[src/rtl/mem_access_unit.sv]
// mem_access_unit: M-stage load/store formatter with req/ack handshake to a 64-bit data memory
module mem_access_unit #(
  parameter int N  = 64,
  parameter int AW = 32
) (
  input  logic          clk,
  input  logic          reset,
  input  logic          memreadM,
  input  logic          memwriteM,
  input  logic [1:0]    sizeM,
  input  logic          signedM,
  input  logic [N-1:0]  addrM,
  input  logic [N-1:0]  wdataM,
  output logic [N-1:0]  rdataM,
  output logic          stallM,
  output logic          misalign,
  output logic          mem_req,
  output logic          mem_we,
  output logic [AW-1:0] mem_addr,
  output logic [7:0]    mem_be,
  output logic [63:0]   mem_wdata,
  input  logic          mem_ack,
  input  logic [63:0]   mem_rdata
);
  typedef enum logic [1:0] {IDLE, WAIT, DONE} state_t;
  state_t state, state_n;
  logic [2:0] off, off_q;
  logic [1:0] size_q;
  logic sgn_q, access, aligned, start, unused_hi;
  logic [7:0] mask;
  logic [63:0] sh, ld;
  assign off = addrM[2:0];
  assign access = memreadM | memwriteM;
  assign aligned = sizeM == 2'b11 ? off == 3'd0 :
                   sizeM == 2'b10 ? off[1:0] == 2'd0 :
                   sizeM == 2'b01 ? !off[0] : 1'b1;
  assign start = state == IDLE && access && aligned;
  assign mask = sizeM == 2'b11 ? 8'hFF : sizeM == 2'b10 ? 8'h0F : sizeM == 2'b01 ? 8'h03 : 8'h01;
  assign unused_hi = ^addrM[N-1:AW];
  // Load formatting uses the offset/size latched at launch, so it is independent of the live M-stage inputs.
  assign sh = mem_rdata >> {off_q, 3'b000};
  assign ld = size_q == 2'b00 ? {{56{sgn_q & sh[7]}}, sh[7:0]} :
              size_q == 2'b01 ? {{48{sgn_q & sh[15]}}, sh[15:0]} :
              size_q == 2'b10 ? {{32{sgn_q & sh[31]}}, sh[31:0]} : sh;
  always_ff @(posedge clk or negedge reset)
    if (!reset) state <= IDLE;
    else state <= state_n;
  always_comb begin
    state_n = state == IDLE ? (start ? WAIT : IDLE) :
              state == WAIT ? (mem_ack ? DONE : WAIT) : IDLE;
  end
  always_comb begin
    stallM = (reset && start) || state == WAIT;
  end
  always_ff @(posedge clk or negedge reset)
    if (!reset) begin
      mem_req   <= 1'b0;
      mem_we    <= 1'b0;
      mem_addr  <= '0;
      mem_be    <= '0;
      mem_wdata <= '0;
      rdataM    <= '0;
      misalign  <= 1'b0;
      off_q     <= '0;
      size_q    <= '0;
      sgn_q     <= 1'b0;
    end else begin
      misalign <= state == IDLE && access && !aligned;
      if (start) begin
        mem_req   <= 1'b1;
        mem_we    <= memwriteM;
        mem_addr  <= {addrM[AW-1:3], 3'b000};
        mem_be    <= mask << off;
        mem_wdata <= wdataM << {off, 3'b000};
        off_q     <= off;
        size_q    <= sizeM;
        sgn_q     <= signedM;
      end else if (state == WAIT && mem_ack) begin
        mem_req <= 1'b0;
        mem_be  <= '0;
        if (!mem_we) rdataM <= ld;
      end
    end
endmodule

[config.mk]
export PLATFORM = sky130hd
export DESIGN_NAME = mem_access_unit
export DESIGN_NICKNAME = d
export VERILOG_FILES = /design/src/rtl/mem_access_unit.sv
export SDC_FILE = /design/constraint.sdc
export NUM_CORES = 1
export LEC_CHECK = 0
export BUFFER_PORTS_ARGS = -buffer_cell sky130_fd_sc_hd__buf_2
export CAP_MARGIN = 30
export CORE_MARGIN = 2
export CORE_UTILIZATION = 37
export DETAILED_ROUTE_END_ITERATION = 16
export PLACE_DENSITY = 0.6
export SYNTH_ARGS = -nofsm -noshare
export SYNTH_HDL_FRONTEND = slang
export SYNTH_SLANG_ARGS = --single-unit
[constraint.sdc]
create_clock -name clk -period 2.54 [get_ports clk]
set_input_delay 0.508 -clock clk [delete_from_list [all_inputs] [get_ports clk]]
set_output_delay 0.508 -clock clk [all_outputs]
set_load 0.02 [all_outputs]
* Yosys cells after proc, flatten, opt, wreduce, memory -nomap -nowiden
Cells that the tools add are included.
** Word-level totals
- Bits in registers :: 176
- Input bits :: 200
- Output and inout bits :: 172
- Word-level logic and storage cells :: 57
** Operators by class
- Equality and inequality tests :: 6
- Shift operators :: 3
- Muxes and demuxes :: 17
- Bitwise logic cells :: 6
- Reductions and logical operators :: 14
** Operators with widths (count)
- $mux W64 :: 3
- $shl A64 B6 Y64 :: 1
- $shr A64 B6 Y64 :: 1
- $mux W8 :: 3
- $mux W2 :: 4
- $shl A8 B3 Y8 :: 1
- $eq A2 B1 Y1 const B :: 3
- $eq A2 B2 Y1 const B :: 3
- $logic_not A2 Y1 :: 3
- $mux W1 :: 6
- $logic_and A1 B1 Y1 :: 5
- $mux W4 :: 1
- $and A1 B1 Y1 :: 3
- $logic_not A3 Y1 :: 1
- $reduce_and A3 Y1 :: 1
- $logic_not A1 Y1 :: 2
- $not A1 Y1 :: 2
- $reduce_bool A2 Y1 :: 1
- $logic_or A1 B1 Y1 :: 1
- $or A1 B1 Y1 :: 1

* Longest topological paths before layout
- Word-level depth :: 7
- Depth in mapped cells :: 9
- Gate-level depth less buffers :: 5

* Least setup slack after synthesis
Ideal clock, no wire load.
- Path kind :: input-to-output
- Start point :: in sizeM[0]
- End point :: out stallM
- Arrival :: 2.040 ns
- Data required time :: 2.032 ns
- Path slack :: -0.008 ns
- Stages :: 8
- Buffers on the path :: 4
- Path through :: buf_2 -> o21a_1 -> a21oi_1 -> nand2b_1 -> buf_2 -> buf_6 -> buf_2 -> o21ai_0
** On the way
- Longest elaborated chain between the ends :: 7
- Elaborated cells between the ends (all ways) :: 9
- Classes of those cells :: eq/ne (3); mux (3); reduce/logical (3)
** RTL lines
- start: declaration :: line 10 : input logic [1:0] sizeM,
- $eq A2 B1 Y1 :: line 36 : sizeM == 2'b01 ? !off[0] : 1'b1;
- $mux W1 :: line 36
- $mux W1 :: line 35 : sizeM == 2'b10 ? off[1:0] == 2'd0 :
- $mux W1 (*) :: line 34 : assign aligned = sizeM == 2'b11 ? off == 3'd0 :
- $logic_and A1 B1 Y1 (*) :: line 37 : assign start = state == IDLE && access && aligned;
- $logic_and A1 B1 Y1 (*) :: line 53 : stallM = (reset && start) || state == WAIT;
- $logic_or A1 B1 Y1 (*) :: line 53
- end: declaration :: line 15 : output logic stallM,
Mark *: on every way between the ends. The rest lies on a longest branch, timed or not.

* Final worst setup path
Ends and elaborated chain as after synthesis.

==> results.yml <==
floorplanning:
  initial_core_util: 0.376
  ios: 372
  rows: 60
  die_h_microns: 170
  dieWidth_microns: 170
  dieArea_sq_um: 28800
  fp.coreArea_sq_um: 27000
worst_setup_path:
  criticalPathCategory: "in2out"
  worstPathCellList: "buf_2 > a21o_1 > a21oi_1 > nand2b_4 > o21ai_1 > buf_2"
  critical-path-top-delay-family: "compound AO/OA/AOI/OAI gates"
  max_stage_delay_ps: 320
  path_max_fanout: 15
  cp_slowest_cell: "a21oi_1"
  worstPathRequired_ps: 2030
  cpMostUsedCell: "buf_2"
  crit_arrival_ps: 1780
  critPathLaunchType: "primary input"
  path_buf_inv: 2
  rrSetupSlack_ps: 390
  crit_path_end_kind: "output port"
routing:
  first_iter_violations: 632
  vias: 9170
  ant_nets: 0
  firstDrtPassIters: 5
  drc_errors: 0
  wl_per_cell_microns: 21.8
  routed_wl_mm: 36.4
  vias_per_cell: 5.49
clock_network:
  cts_tree: "done"
  cts_root_buffer: "clkbuf_16"
  clock_sinks: 176
  h-tree-depth: 4
  cts_made_buffers: 17
  hold_buffers: 0
  clk_pin_slew_worst_paths_ps: 80
  clk_latency_ps: 430
  post_cts_resized: 0
  cts_buffer_depth: 2
  postCtsSetupRepairBufs: 0
placement:
  post_dp_cell_area_sq_um: 12200
  port_buffers: 336
  place_inst: 1634
  routabilityCongestion: 0.889
  dp_hpwl_mm: 27.5
logic_synthesis:
  syn_avg_cell_area_sq_um: 10.1
  ys_ff_latch: 176
  synth_flop_cell: "dfrtp_1"
  ys_warn_count: 0
  synth.cell_area_sq_um: 10100
  async_flop_share: 1.00
  yosysMostFrequentCell: "dfrtp_1"
  synth_cells: 1006
  synth.distinct_cells: 56
  synth_edf_count: 0
  synth_common_cells: "dfrtp_1 (176), nand2_1 (172), mux2i_1 (90), nor2_1 (59), mux2_2 (58)"
  synth_seq_area_share: 0.434
  yosys-top-cells-area: "dfrtp_1 (43%), mux2i_1 (8.9%), mux2_2 (6.4%)"
  synth_area_leader_cell: "dfrtp_1"
  synth.top_cell.area_share: 0.434
timing:
  worst_slew_pin_slew_ps: 878
  fin_crit_sh: 0.901
  fin_tns_setup_ps: 0
  finalHoldViolCount: 0
  rsz0062_at_grt: "false"
  drv_slew: 0
  fin_skew_ps: 13.0
  maxSlewHeadroom: 0.412
  fin_crit_ps: 2290
  fmax_ghz: 0.437
  setup_violations: 0
cells_and_area:
  drive_gt1_frac: 0.389
  layoutNonFillerInstCount: 1670
  nNetsFinal: 1512
  fin_util: 0.475
  final_area_sq_um: 12800
  areaGrowthSynthToFinish_pct: 26.1
global_routing:
  grt_usage: 0.251
  antenna_found_initial: 10
  grt_max_degree: 120
  grt.overflow.total: 0
  grt_pass1_wl_mm: 54.6
  first_global_vias: 9041
job:
  drv_cap: 0
power:
  finalPower_mw: 14.0
  leakagePower_nw: 6.26
  max-vdd-ir-drop_uv: 484
  p_per_area_nw_per_um2: 1100
run_status:
  outcome: "finished, final reports clean"
min_path:
  hold_path_class: "in2async"
## cell families after synthesis
kind of cell / share of synthesized area
multiplexers: 0.203
buffers and inverters: 0.0548
XOR/XNOR: 0.000864
flip-flops: 0.434
AND/OR/NAND/NOR: 0.114
AO/OA/AOI/OAI: 0.192
other: 0.000370
## cells in the final DEF, fill, tap and decap left out, types with 11 or more instances in the layout
cell / Yosys / layout
a21oi_1: 52 / 52
nor2_1: 59 / 58
mux2_2: 58 / 58
nand3_1: 17 / 17
a221o_1: 16 / 16
o21a_1: 17 / 17
clkbuf_16: 0 / 17
dfrtp_1: 176 / 174
mux4_2: 22 / 22
mux2i_1: 90 / 90
a31oi_1: 23 / 23
buf_2: 29 / 334
o21ai_0: 51 / 50
o31ai_1: 36 / 36
a211o_1: 16 / 16
nor2b_1: 11 / 11
buf_4: 11 / 37
nand2_1: 172 / 172
## per-stage QoR
step | hold WS (ps) | setup slack [ps]
detailed placement | 461 | 215
global route | 242 | 176
floorplan | 212 | 148
global placement | 456 | 245
CTS | 235 | 229
finish | 203 | 251
## worst paths after layout
check	startpoint	depth (start not counted)	end
worst min-delay path	reset	2	rdataM[60]$_DFFE_PN0P_
worst max-delay path	sizeM[0]	6	stallM
worst min register to register	mem_wdata[15]$_DFFE_PN0P_	2	mem_wdata[15]$_DFFE_PN0P_
max in group asynchronous	reset	2	mem_addr[11]$_DFFE_PN0P_
worst max register to register	off_q[1]$_DFFE_PN0P_	6	rdataM[43]$_DFFE_PN0P_
min in group clk	mem_ack	2	state[0]$_DFF_PN0_
## cell type report
cell class	count	area [sq um]
tap	341	427
clock inverter	15	193
timing repair buffer	379	2100
multi-input combinational	732	5200
clock buffer	17	425
fill	2633	14200
inverter	6	22.5
antenna	4	10.0
sequential	176	4410
## state kept, by name, summed over array words and instances, names as in the netlist
signal / cells
mem_req: 1
mem_we: 1
mem_addr: 29
sgn_q: 1
mem_wdata: 64
misalign: 1
off_q: 3
rdataM: 64
state: 2
size_q: 2
mem_be: 8
## routing by layer
layer	global-route usage	vias to the layer above	share of wire
li1	-	4292	-
met1	0.297	4463	0.39
met2	0.438	351	0.50
met3	0.0690	54	0.079
met4	0.0862	10	0.028
met5	0	-	0.0018
## report_power, final
group	switching, mW	internal [mW]	total (mW)
clock network	1.37	1.43	2.80
registers	0.731	3.87	4.60
logic	4.01	2.61	6.61
total	6.11	7.90	14.0
(Power assumes the default switching activity.)
